### src/rtl/contador_pkg.sv
// Shared types and defaults for the bounded oscillating counter family.
// The optional CONTADOR_STEP_EN macro adds a programmable step port (see contador_oscilante_param.sv).
package contador_pkg;

  localparam int NBITS_DEFAULT = 8;

  typedef enum logic [1:0] {
    WRAP     = 2'b00,
    SAT      = 2'b01,
    PINGPONG = 2'b10,
    HOLD     = 2'b11
  } mode_e;

endpackage

### src/rtl/contador_oscilante_param_if.sv
// Control/status bundle for contador_oscilante_param.
// The step signal exists only when CONTADOR_STEP_EN is defined.
interface contador_oscilante_param_if
  import contador_pkg::*;
#(
  parameter int NBITS = NBITS_DEFAULT
);

  logic             load;
  logic [NBITS-1:0] data_in;
  logic             counter_on;
  logic             count_up;
  mode_e            mode;
  logic [NBITS-1:0] lo_bound;
  logic [NBITS-1:0] hi_bound;
`ifdef CONTADOR_STEP_EN
  logic [NBITS-1:0] step;
`endif
  logic [NBITS-1:0] count;
  logic             dir;
  logic             tc;
  logic             bound_err;

`ifdef CONTADOR_STEP_EN
  modport master (
    output load, data_in, counter_on, count_up, mode, lo_bound, hi_bound, step,
    input  count, dir, tc, bound_err
  );
  modport slave (
    input  load, data_in, counter_on, count_up, mode, lo_bound, hi_bound, step,
    output count, dir, tc, bound_err
  );
`else
  modport master (
    output load, data_in, counter_on, count_up, mode, lo_bound, hi_bound,
    input  count, dir, tc, bound_err
  );
  modport slave (
    input  load, data_in, counter_on, count_up, mode, lo_bound, hi_bound,
    output count, dir, tc, bound_err
  );
`endif

endinterface

### src/rtl/contador_step_calc.sv
// Combinational next-state for one counting step: bound checks are done one bit
// wider than the count so that count+step and lo+step can never overflow.
module contador_step_calc
  import contador_pkg::*;
#(
  parameter int NBITS = NBITS_DEFAULT
) (
  input  logic [NBITS-1:0] i_count,
  input  logic [NBITS-1:0] i_step,
  input  logic [NBITS-1:0] i_lo,
  input  logic [NBITS-1:0] i_hi,
  input  mode_e            i_mode,
  input  logic             i_dir,
  output logic [NBITS-1:0] o_next_count,
  output logic             o_next_dir,
  output logic             o_hit_bound
);

  localparam int W = NBITS + 1;

  logic [W-1:0] w_c, w_hi, w_up, w_lo_s;

  assign w_c    = {1'b0, i_count};
  assign w_hi   = {1'b0, i_hi};
  assign w_up   = w_c + {1'b0, i_step};
  assign w_lo_s = {1'b0, i_lo} + {1'b0, i_step};

  always_comb begin
    // NOTE: every output gets a default first so no path through the case infers a latch.
    o_next_count = i_count;
    o_next_dir   = i_dir;
    o_hit_bound  = 1'b0;
    case (i_mode)
      WRAP: begin
        if (i_dir) begin
          if (w_up > w_hi) begin
            o_next_count = i_lo;
            o_hit_bound  = 1'b1;
          end else o_next_count = w_up[NBITS-1:0];
        end else begin
          if (w_c < w_lo_s) begin
            o_next_count = i_hi;
            o_hit_bound  = 1'b1;
          end else o_next_count = i_count - i_step;
        end
      end
      SAT: begin
        // Sitting on the bound already: clamp again but stay silent.
        if (i_dir) begin
          if (w_up >= w_hi) begin
            o_next_count = i_hi;
            o_hit_bound  = (i_count != i_hi);
          end else o_next_count = w_up[NBITS-1:0];
        end else begin
          if (w_c <= w_lo_s) begin
            o_next_count = i_lo;
            o_hit_bound  = (i_count != i_lo);
          end else o_next_count = i_count - i_step;
        end
      end
      PINGPONG: begin
        if (i_dir) begin
          if (w_up >= w_hi) begin
            o_next_count = i_hi;
            o_next_dir   = 1'b0;
            o_hit_bound  = 1'b1;
          end else o_next_count = w_up[NBITS-1:0];
        end else begin
          if (w_c <= w_lo_s) begin
            o_next_count = i_lo;
            o_next_dir   = 1'b1;
            o_hit_bound  = 1'b1;
          end else o_next_count = i_count - i_step;
        end
      end
      default: ;
    endcase
  end

endmodule

### src/rtl/contador_oscilante_param.sv
// Bounded up/down counter with WRAP, SAT, PINGPONG and HOLD modes, parallel load
// and a one-cycle terminal-count pulse. Define CONTADOR_STEP_EN for a programmable step.
module contador_oscilante_param
  import contador_pkg::*;
#(
  parameter int NBITS = NBITS_DEFAULT
) (
  input logic                       clk,
  input logic                       reset,
  contador_oscilante_param_if.slave bus
);

  logic [NBITS-1:0] r_count;
  logic             r_dir;
  logic             r_tc;
  logic             r_bound_err;

  logic [NBITS-1:0] w_s;
  logic [NBITS-1:0] w_next_count;
  logic             w_next_dir;
  logic             w_hit_bound;
  logic             w_dir_eff;
  logic             w_step_ok;

`ifdef CONTADOR_STEP_EN
  assign w_s = bus.step;
`else
  assign w_s = NBITS'(1);
`endif

  // Outside PINGPONG the direction input acts immediately; in PINGPONG the register steers.
  assign w_dir_eff = (bus.mode == PINGPONG) ? r_dir : bus.count_up;
  assign w_step_ok = bus.counter_on && (bus.mode != HOLD) && !r_bound_err && (w_s != '0);

  contador_step_calc #(.NBITS(NBITS)) u_step_calc (
    .i_count      (r_count),
    .i_step       (w_s),
    .i_lo         (bus.lo_bound),
    .i_hi         (bus.hi_bound),
    .i_mode       (bus.mode),
    .i_dir        (w_dir_eff),
    .o_next_count (w_next_count),
    .o_next_dir   (w_next_dir),
    .o_hit_bound  (w_hit_bound)
  );

  // NOTE: state registers use non-blocking assignments so every flop samples pre-edge values.
  always_ff @(posedge clk or negedge reset) begin
    if (!reset) begin
      r_count     <= '0;
      r_dir       <= 1'b1;
      r_tc        <= 1'b0;
      r_bound_err <= 1'b0;
    end else begin
      r_bound_err <= (bus.lo_bound > bus.hi_bound);
      r_tc        <= 1'b0;
      if (bus.load) begin
        r_count <= bus.data_in;
        r_dir   <= bus.count_up;
      end else begin
        if (bus.mode != PINGPONG) r_dir <= bus.count_up;
        if (w_step_ok) begin
          r_count <= w_next_count;
          r_tc    <= w_hit_bound;
          if (bus.mode == PINGPONG) r_dir <= w_next_dir;
        end
      end
    end
  end

  assign bus.count     = r_count;
  assign bus.dir       = r_dir;
  assign bus.tc        = r_tc;
  assign bus.bound_err = r_bound_err;

endmodule

### src/flat_wrapper.sv
// flat-port wrapper written by rule: the top's interface ports become plain ports
module contador_oscilante_param_flat import contador_pkg::*;
#(
  parameter int NBITS = NBITS_DEFAULT
)
  (clk, reset, bus_load, bus_data_in, bus_counter_on, bus_count_up, bus_mode, bus_lo_bound, bus_hi_bound, bus_count, bus_dir, bus_tc, bus_bound_err);
  contador_oscilante_param_if #(.NBITS(NBITS)) bus_i ();
  input logic clk;
  input logic reset;
  input wire logic [$bits(bus_i.load)-1:0] bus_load;
  input wire logic [$bits(bus_i.data_in)-1:0] bus_data_in;
  input wire logic [$bits(bus_i.counter_on)-1:0] bus_counter_on;
  input wire logic [$bits(bus_i.count_up)-1:0] bus_count_up;
  input wire logic [$bits(bus_i.mode)-1:0] bus_mode;
  input wire logic [$bits(bus_i.lo_bound)-1:0] bus_lo_bound;
  input wire logic [$bits(bus_i.hi_bound)-1:0] bus_hi_bound;
  output wire logic [$bits(bus_i.count)-1:0] bus_count;
  output wire logic [$bits(bus_i.dir)-1:0] bus_dir;
  output wire logic [$bits(bus_i.tc)-1:0] bus_tc;
  output wire logic [$bits(bus_i.bound_err)-1:0] bus_bound_err;
  assign bus_i.load = bus_load;
  assign bus_i.data_in = bus_data_in;
  assign bus_i.counter_on = bus_counter_on;
  assign bus_i.count_up = bus_count_up;
  assign bus_i.mode = bus_mode;
  assign bus_i.lo_bound = bus_lo_bound;
  assign bus_i.hi_bound = bus_hi_bound;
  assign bus_count = bus_i.count;
  assign bus_dir = bus_i.dir;
  assign bus_tc = bus_i.tc;
  assign bus_bound_err = bus_i.bound_err;
  contador_oscilante_param #(.NBITS(NBITS)) u_core (.clk(clk), .reset(reset), .bus(bus_i));
endmodule
### config.mk
export PLATFORM = sky130hd
export DESIGN_NAME = contador_oscilante_param_flat
export DESIGN_NICKNAME = d
export VERILOG_FILES = /design/src/rtl/contador_pkg.sv /design/src/rtl/contador_oscilante_param_if.sv /design/src/rtl/contador_step_calc.sv /design/src/rtl/contador_oscilante_param.sv /design/src/flat_wrapper.sv
export SDC_FILE = /design/constraint.sdc
export NUM_CORES = 1
export LEC_CHECK = 0
export CAP_MARGIN = 20
export CORE_ASPECT_RATIO = 0.7
export CORE_MARGIN = 4
export CORE_UTILIZATION = 32
export CTS_CLUSTER_SIZE = 16
export DETAILED_ROUTE_END_ITERATION = 10
export HOLD_SLACK_MARGIN = 0.15
export PLACE_DENSITY_LB_ADDON = 0.08
export SLEW_MARGIN = 20
export SYNTH_ARGS = -nofsm -noshare
export SYNTH_HDL_FRONTEND = slang
export SYNTH_SLANG_ARGS = --single-unit
### constraint.sdc
create_clock -name clk -period 4.09 [get_ports clk]
set_input_delay 0.818 -clock clk [delete_from_list [all_inputs] [get_ports clk]]
set_output_delay 0.818 -clock clk [all_outputs]
set_load 0.005 [all_outputs]
# ---- Word-level counts from Yosys, hierarchy flattened
# Index checks and enable logic that the tools add are counted.
dict set report classes {
  n_addsub 3
  n_lt_le_gt_ge 5
  eq_ne 6
  muxes 28
  reduce_logical 8
}
# operator count
set op_table {}
lappend op_table {{8-bit 2-to-1 mux} 8}
lappend op_table {{8-bit by 1-bit adder with 9-bit output, second input constant} 2}
lappend op_table {{1-bit 2-to-1 mux} 18}
lappend op_table {{8-bit inequality test} 2}
lappend op_table {{8-bit case mux with 2 select lines} 1}
lappend op_table {{9-bit by 8-bit greater-or-equal comparator with 1-bit output} 1}
lappend op_table {{9-bit by 8-bit > comparator with 1-bit output} 1}
lappend op_table {{8-bit by 9-bit less-or-equal comparator with 1-bit output} 1}
lappend op_table {{8-bit by 9-bit less-than comparator with 1-bit output} 1}
lappend op_table {{8-bit > comparator} 1}
lappend op_table {{8-bit by 1-bit subtractor with 8-bit output, second input constant} 1}
lappend op_table {{2-bit inequality test, second input constant} 2}
lappend op_table {{1-bit case mux with 3 select lines} 1}
lappend op_table {{3-bit nonzero test} 1}
lappend op_table {{2-bit by 1-bit equality test with 1-bit output, second input constant} 1}
lappend op_table {{2-bit equality test, second input constant} 1}
lappend op_table {{1-bit logical AND} 2}
lappend op_table {{2-bit zero test} 1}
lappend op_table {{2-bit AND reduction} 1}
lappend op_table {{2-bit nonzero test} 1}
lappend op_table {{2-bit OR reduction} 1}
lappend op_table {{1-bit zero test} 1}
dict set report totals {
  register_bits 11
  input_bits 31
  out_inout_bits 11
  word_cells 54
}

# ---- Depth between registers and ports, before layout
# Gate-level depths: netlist of the first run.
dict set report logic_depth {
  word_depth 7
  depth_mapped 14
  ltp_nobuf 11
}

# ---- Cells and area by module
# From an unflattened synthesis of the first run, not the netlist that was laid out.
dict set report hier_totals {
  cells_unflattened 416
  hier_area_um2 3165.5
}
# module n_inst cells_per_inst area_each_um2 seq_area_each_um2
set modules_own_cells {}
lappend modules_own_cells {contador_step_calc 1 341 2446.1 0.0}
lappend modules_own_cells {contador_oscilante_param 1 75 719.4 276.5}

# ---- Worst setup path before layout of the first run
# Ideal clock, no wire load.
dict set report synth_path {
  kind {input to register}
  from {input port bus_lo_bound[3]}
  to {register u_core.r_count[0], in the netlist u_core.bus.count[0]}
  setup_time_ns 0.070
  arrival_time_ns 3.265
  required_ns 4.020
  path_slack_ns 0.755
  stages 13
  path_buffers 2
  path_cell_list {clkbuf_2 and4_4 nand4_1 xor2_1 ha_1 o211a_1 a211oi_2 nand3b_1 nor2_1 buf_6 mux2_2 a2111oi_0 nand3b_1}
}
dict set report synth_between {
  elab_chain_cells 7
}
# element line_no
set synth_rtl {}
lappend synth_rtl {{from (decl)} flat_wrapper.sv:15} ;# input wire logic [$bits(bus_i.lo_bound)-1:0] bus_lo_bound;
lappend synth_rtl {{8-bit by 1-bit adder with 9-bit output *} contador_step_calc.sv:26} ;# assign w_lo_s = {1'b0, i_lo} + {1'b0, i_step};
lappend synth_rtl {{8-bit by 9-bit less-or-equal comparator with 1-bit output or 8-bit by 9-bit less-than comparator with 1-bit output (tied branches)} {contador_step_calc.sv:55, contador_step_calc.sv:69, contador_step_calc.sv:41}}
lappend synth_rtl {{8-bit 2-to-1 mux (on tied branches)} {contador_step_calc.sv:55, contador_step_calc.sv:69, contador_step_calc.sv:41}}
lappend synth_rtl {{8-bit 2-to-1 mux (on tied branches)} {contador_step_calc.sv:62, contador_step_calc.sv:35}}
lappend synth_rtl {{8-bit case mux with 2 select lines *} contador_step_calc.sv:33} ;# case (i_mode)
lappend synth_rtl {{8-bit 2-to-1 mux *} contador_oscilante_param.sv:62} ;# if (w_step_ok) begin
lappend synth_rtl {{8-bit 2-to-1 mux *} contador_oscilante_param.sv:57} ;# if (bus.load) begin
lappend synth_rtl {{to (signal assigned)} contador_oscilante_param.sv:58} ;# r_count <= bus.data_in;
lappend synth_rtl {{to (signal assigned)} contador_oscilante_param.sv:63} ;# r_count <= w_next_count;
lappend synth_rtl {{to (decl)} contador_oscilante_param.sv:13} ;# logic [NBITS-1:0] r_count;
# Every way passes the cells marked *; elsewhere a longest branch is shown, timed or not. The select of a mux whose other input is x is not followed.
# A chain may end at the register's enable or synchronous reset.

# ---- Final worst setup path of the first run
dict set report layout_path {
  from {input port bus_lo_bound[2]}
  to {register u_core.r_tc, in the netlist u_core.bus.tc}
}
dict set report layout_between {
  elab_chain_cells 7
}
# element line_no
set layout_rtl {}
lappend layout_rtl {{8-bit by 1-bit adder with 9-bit output} contador_step_calc.sv:26}
lappend layout_rtl {{8-bit by 9-bit less-or-equal comparator with 1-bit output or 8-bit by 9-bit less-than comparator with 1-bit output (tied branches)} {contador_step_calc.sv:55, contador_step_calc.sv:69, contador_step_calc.sv:41}}
lappend layout_rtl {{1-bit 2-to-1 mux (on tied branches)} {contador_step_calc.sv:69, contador_step_calc.sv:41, contador_step_calc.sv:55}}
lappend layout_rtl {{1-bit 2-to-1 mux (on tied branches)} {contador_step_calc.sv:62, contador_step_calc.sv:49, contador_step_calc.sv:35}}
lappend layout_rtl {{1-bit case mux with 3 select lines *} contador_step_calc.sv:33}
lappend layout_rtl {{1-bit 2-to-1 mux *} contador_oscilante_param.sv:62}
lappend layout_rtl {{1-bit 2-to-1 mux *} contador_oscilante_param.sv:57}
lappend layout_rtl {{to (signal assigned)} contador_oscilante_param.sv:64} ;# r_tc <= w_hit_bound;
lappend layout_rtl {{to (decl)} contador_oscilante_param.sv:15} ;# logic r_tc;
# Every way passes the cells marked *; elsewhere a longest branch is shown, timed or not.

==> run_results.csv, run 1 <==
group,metric,value,unit
setup_path,worstSetupEndpointType,"flop",
timing,setup_viol,0,
timing,max_freq,268.5,MHz
cells_and_area,antenna_cells,0,
clock_tree,cts_tree,"yes",
hold_path,hp-start,"u_core.bus.bound_err$_DFF_PN0_",
clock_tree,root_buffer,"clkbuf_8",
clock_tree,clkTransAtPathRegs,0.06,ns
hold_path,hold_path.class,"flop to flop",
timing,fin_crit_sh,0.9106,
clock_tree,cts_made_buffers,3,
timing,totalNegativeSetupSlack,0,ns
setup_path,crit_required,4.23,ns
cells_and_area,area_delta_synth_final,28.59,%
cells_and_area,final_util,0.4208,
power_and_ir_drop,leakagePower,1.371,nW
floorplanning,dieArea,8919,um^2
global_route,grt_overflow,0,
floorplanning,core,7287,um^2
power_and_ir_drop,p_per_area,278.1,nW/um^2
setup_path,worstSetupPathType,"primary input to flop",
timing,layout_min_cycle_time,3.724,ns
setup_path,cp_max_fo,10,
clock_tree,post_cts_buffers,0,
setup_path,reg2reg_from,"u_core.bus.count[0]$_DFFE_PN0P_",
clock_tree,cts_resized,0,
placed_design,placed_area,3020,um^2
hold_path,min_to,"u_core.bus.tc$_DFF_PN0_",
timing,hold_violations,0,
setup_path,worst_setup_path_start_kind,"primary input",
floorplanning,die_h,80.23,um
routing,ant_nets,0,
clock_tree,ctsHoldBuffers,0,
timing,slew_viol_final,0,
cells_and_area,layout_commonest_cell,"clkdlybuf4s50_1",
yosys,synthCells,294,
yosys,synth_fa_ha_area_frac,0.1679,
setup_path,arrival,3.86,ns
routing,drc,0,
yosys,ys_seq_area_frac,0.1159,
yosys,synth.cell_area,2385,um^2
yosys,synth_top_family_by_area,"compound AO/OA/AOI/OAI gates",
setup_path,r2r_end,"u_core.bus.count[0]$_DFFE_PN0P_",
yosys,ys_ff_latch,11,
cells_and_area,design_area,3067,um^2
yosys,ys.warnings.count,0,
yosys,synthArstFlopShare,1.000,
routing,wl,9055,um
floorplanning,die_x,111.2,um
setup_path,r2r_cells,12,
timing,rsz0062_at_grt,"no",
routing,wire_per_inst,20.30,um
clock_tree,clockBufferDepth,2,
routing,dr.pass1.iters,5,
power_and_ir_drop,peakVddDrop,0.1098,mV
timing,finClkSkew,0.005820,ns
timing,holdWs,0.6909,ns
clock_tree,clock_latency,0.24,ns
placed_design,gpl.final_weighted_congestion,0.9170,
yosys,synth.distinct_cells,62,
cells_and_area,drive_above_1_share,0.1523,
yosys,synthFlopType,"dfrtp_1",
timing,slew_headroom,0.4941,
global_route,grt_use_total,0.2062,
global_route,grt_pass1_wl,14170,um
routing,routed_via_density,5.570,
yosys,synth_compound_area_frac,0.2361,
yosys,synth_edf_count,0,
setup_path,reg2reg_slack,0.57,ns
cells_and_area,stdcell_count,446,
clock_tree,h-tree-depth,1,
floorplanning,start_util,0.3273,
timing,worst_slew_pin_slew,0.7561,ns
cells_and_area,final_cell_mix,"clkdlybuf4s50_1 (41), ha_1 (32), buf_4 (27), xor2_1 (23), nand2_1 (18)",
yosys,synth_nets,357,
placed_design,dp_hpwl,7386,um
outcome,status,"completed",
floorplanning,num_rows,26,
global_route,grt_max_degree,15,
power_and_ir_drop,p_total,0.8527,mW
timing,setup_ws,0.3656,ns
floorplanning,num_io_pins,42,
yosys,avgSynthCellArea,8.112,um^2
hold_path,holdPathStages,2,
yosys,synthSimpleGateAreaFrac,0.1946,
placed_design,dp_slack,0.1181,ns
yosys,synthXorXnorAreaFrac,0.1175,
routing,dr.first_iter.drc_count,182,
placed_design,place_inst,442,
yosys,muxShareOfSynthArea,0.09916,
cells_and_area,finalNetCount,412,
placed_design,numPortBuffers,41,
clock_tree,cts_sinks,11,
flow_run,max-cap-violations,0,
global_route,antenna_found_initial,0,
routing,vias,2484,
global_route,grt_pass1_vias,2443,
==> flip-flops by register name (all words and copies together) (netlist names) <==
| register | flops |
|---|---|
| u_core.bus.count | 8 |
| u_core.bus.tc | 1 |
| u_core.bus.dir | 1 |
| u_core.bus.bound_err | 1 |
==> kinds of logic (layout without fill, tap and decap cells) <==
family | count (synthesis) | in the layout
flops | 11 | 11
fa+ha+maj | 32 | 32
simple gates | 84 | 84
mux | 22 | 22
compound gates | 78 | 78
xor+xnor | 32 | 32
buf+inv | 35 | 89
==> layer usage <==
| layer | global-route usage | wire, um | up-vias |
|---|---|---|---|
| met1 | 0.3035 | 4565 | 1171 |
| met4 | 0.03159 | 131 | 0 |
| met5 | 0 | 0 | - |
| met3 | 0.04895 | 671 | 14 |
| met2 | 0.3081 | 3686 | 99 |
| li1 | - | - | 1200 |
==> report_power, final <==
part | switching [mW] | internal [mW] | total, mW
sequential | 0.0218 | 0.123 | 0.144
clock | 0.0477 | 0.0673 | 0.115
combinational | 0.326 | 0.267 | 0.593
==> cell usage after synthesis (all sizes together), types with 3 or more instances <==
cell	number	area [um^2]
mux2	10	112.6
nand3b	3	22.52
nor3	6	30.03
o211ai	3	22.52
or3	3	18.77
and3	4	26.28
nor4	5	31.28
clkbuf	10	38.78
a211oi	8	65.06
buf	8	61.31
a21o	5	37.54
xor2	23	201.4
a21oi	17	96.35
ha	32	400.4
nor2b	6	45.04
nand2	18	67.56
xnor2	9	78.83
o21ai	13	65.06
nand3	11	55.05
nand4	5	37.53
a22oi	6	50.05
nor2	14	55.06
inv	17	63.81
dfrtp	10	250.2
and4	4	37.54
o31ai	5	37.54
mux2i	12	123.9
==> worst max path at each step <==
stage                         start                         endpoint  slack, ns  depth (start not counted)
floorplan           bus_lo_bound[3]  u_core.bus.count[0]$_DFFE_PN0P_       0.75                         13
global placement    bus_lo_bound[4]          u_core.bus.tc$_DFF_PN0_        0.1                         13
detailed placement  bus_lo_bound[2]          u_core.bus.tc$_DFF_PN0_       0.12                         13
CTS                 bus_lo_bound[2]          u_core.bus.tc$_DFF_PN0_       0.34                         13
global route        bus_lo_bound[2]  u_core.bus.count[0]$_DFFE_PN0P_       0.18                         13
finish              bus_lo_bound[2]          u_core.bus.tc$_DFF_PN0_       0.37                         13
==> final cells by class <==
class | count | area (um^2)
flip-flops and latches | 11 | 276.5
inverters | 17 | 63.81
clock inverters | 1 | 5.005
repair buffers | 68 | 613.1
fillers | 762 | 4220
well taps | 98 | 122.6
multi-input cells | 248 | 1944
clock buffers | 3 | 41.29
==> worst max-delay path: stages <==
cell	delay (ns)
clkdlybuf4s50_1	0.57
and4_4	0.27
nand4_1	0.11
xor2_1	0.16
ha_1	0.33
o211a_1	0.16
a211oi_2	0.21
nand3b_1	0.17
nor2_1	0.08
buf_4	0.18
a211oi_1	0.33
o21ai_1	0.15
a2111oi_2	0.31
No activity file was read; power rests on OpenSTA's default activity.
==> run 2: changes to the inputs <==
==> constraint.sdc (replaced) <==
create_clock -name clk -period 4.09 [get_ports clk]
set_input_delay 1.227 -clock clk [delete_from_list [all_inputs] [get_ports clk]]
set_output_delay 1.227 -clock clk [all_outputs]
set_load 0.005 [all_outputs]
==> run_results.csv, run 2 (synthesized netlist as in run 1, its figures left out) <==
group,metric,value,unit
placed_design,gpl.final_weighted_congestion,1.006,
floorplanning,core,7287,um^2
global_route,antenna_found_initial,0,
cells_and_area,finalNetCount,435,
cells_and_area,final_cell_mix,"buf_4 (48), clkdlybuf4s50_1 (38), ha_1 (31), xor2_1 (23), nand2_1 (18)",
power_and_ir_drop,peakVddDrop,0.1311,mV
cells_and_area,antenna_cells,0,
routing,drc,0,
setup_path,crit_chain,"clkdlybuf4s50_1 -> ha_2 -> nand3_1 -> xor2_1 -> ha_1 -> and3_1 -> o21ai_0 -> and4_1 -> nor2_2 -> mux2_2 -> a222oi_1 -> o311ai_1",
timing,hold_violations,0,
global_route,grt_max_degree,20,
placed_design,dp_slack,-0.2231,ns
power_and_ir_drop,internal_power,0.5021,mW
clock_tree,clkTransAtPathRegs,0.06,ns
cells_and_area,final_util,0.4509,
routing,vias,2529,
setup_path,worstSetupEndpointType,"flop",
floorplanning,start_util,0.3273,
timing,finClkSkew,0.004708,ns
floorplanning,die_h,80.23,um
setup_path,worstSetupPathType,"primary input to flop",
timing,setup_viol,0,
routing,dr.first_iter.drc_count,245,
timing,fin_crit_sh,0.9634,
global_route,grt_pass1_vias,2629,
floorplanning,num_io_pins,42,
power_and_ir_drop,p_total,0.9172,mW
power_and_ir_drop,switchingPower,0.4151,mW
timing,max_freq,253.8,MHz
routing,routed_via_density,5.392,
setup_path,max_stage_delay,0.52,ns
setup_path,cpMaxStageDelayCell,"clkdlybuf4s50_1",
timing,slew_headroom,0.4639,
power_and_ir_drop,clkPwrFrac,0.121,
clock_tree,ctsHoldBuffers,0,
setup_path,cp_max_fo,4,
cells_and_area,largest_reg_flops,8,
clock_tree,clockBufferDepth,2,
global_route,grt_pass1_wl,14900,um
timing,layout_min_cycle_time,3.940,ns
routing,wl,9307,um
timing,rsz0062_at_grt,"no",
routing,wire_per_inst,19.84,um
cells_and_area,area_delta_synth_final,37.78,%
global_route,grt_overflow,0,
clock_tree,cts_tree,"yes",
cells_and_area,layout_commonest_cell,"buf_4",
setup_path,worst_setup_path_start_kind,"primary input",
floorplanning,num_rows,26,
setup_path,crit_required,4.19,ns
clock_tree,clock_latency,0.24,ns
global_route,grt_use_total,0.2133,
power_and_ir_drop,switching_share,0.4525,
clock_tree,h-tree-depth,1,
clock_tree,cts_made_buffers,3,
cells_and_area,drive_above_1_share,0.2183,
setup_path,arrival,4.04,ns
hold_path,hold_path.class,"flop to flop",
clock_tree,cts_sinks,11,
power_and_ir_drop,combPwrFrac,0.707,
flow_run,max-cap-violations,0,
placed_design,dp_hpwl,7582,um
timing,setup_ws,0.1497,ns
clock_tree,root_buffer,"clkbuf_8",
timing,worst_slew_pin_slew,0.7969,ns
floorplanning,die_x,111.2,um
timing,totalNegativeSetupSlack,0,ns
power_and_ir_drop,p_per_area,279.1,nW/um^2
placed_design,numPortBuffers,41,
routing,ant_nets,0,
routing,dr.pass1.iters,4,
power_and_ir_drop,sequentialPowerShare,0.172,
cells_and_area,stdcell_count,469,
power_and_ir_drop,leakagePower,1.519,nW
floorplanning,dieArea,8919,um^2
placed_design,place_inst,464,
timing,slew_viol_final,0,
outcome,status,"completed",
run 2: what timing repair did:
item,in CTS,in global routing
setup buffers,0,1
endpoints found under the hold margin,0,0
pin swaps,0,1
gates resized for setup,1,9
endpoints found under the setup margin,1,7
run 2: stage by stage:
| stage | hold slack [ns] | cell area [um^2] |
|---|---|---|
| 2_1_floorplan | 0.6145 | 2385 |
| 3_3_place_gp | 0.6694 | 3198 |
| 3_5_place_dp | 0.6633 | 3198 |
| 4_1_cts | 0.6925 | 3249 |
| 5_1_grt | 0.7541 | 3286 |
| 6_report | 0.6876 | 3286 |
run 2: metal layers:
| layer | global-route usage | up-vias | wire length (um) |
|---|---|---|---|
| li1 | - | 1249 | - |
| met1 | 0.3212 | 1170 | 4772 |
| met5 | 0 | - | 0 |
| met4 | 0.03888 | 0 | 129 |
| met3 | 0.03991 | 10 | 674 |
| met2 | 0.3147 | 100 | 3731 |
run 2: final cells by class:
type	count	area (um^2)
clock buffers	3	41.29
clock inverters	1	5.005
fillers	738	4001
inverters	17	63.81
multi-input cells	248	1967
flip-flops and latches	11	276.5
well taps	98	122.6
repair buffers	91	809.5
run 2: power by group through the flow:
stage | sequential [mW] | clock (mW) | combinational, mW
after global placement | 0.160 | 0 | 0.626
after global routing | 0.160 | 0.119 | 0.711
after floorplan | 0.136 | 0 | 0.386
final | 0.158 | 0.111 | 0.649
after CTS | 0.157 | 0.113 | 0.628
after detailed placement | 0.158 | 0 | 0.623
run 2: final timing paths:
path                                            startpoint                               to  slack (ns)  cells after the start
setup / recovery                           bus_lo_bound[0]  u_core.bus.count[3]$_DFFE_PN0P_        0.15                     12
hold / removal              u_core.bus.bound_err$_DFF_PN0_          u_core.bus.tc$_DFF_PN0_        0.69                      2
setup reg to reg           u_core.bus.count[2]$_DFFE_PN0P_  u_core.bus.count[7]$_DFFE_PN0P_        0.66                     11
hold reg to reg             u_core.bus.bound_err$_DFF_PN0_          u_core.bus.tc$_DFF_PN0_        0.69                      2
max in group asynchronous                            reset         u_core.bus.dir$_DFF_PN1_        2.37                      1
min in group asynchronous                            reset  u_core.bus.count[4]$_DFFE_PN0P_        1.35                      1
run 2: critical path: cells and delay by family:
kind | cells | cell delay (ns)
fa+ha+maj | 2 | 0.53
buf+inv | 1 | 0.52
simple gates | 4 | 0.68
xor+xnor | 1 | 0.15
compound gates | 3 | 0.58
mux | 1 | 0.36
==> run 3: changes to the inputs <==
- TNS_END_PERCENT: not set -> 10
==> results of run 3 <==
The final DEF is identical to that of run 2; final timing and power are the same.
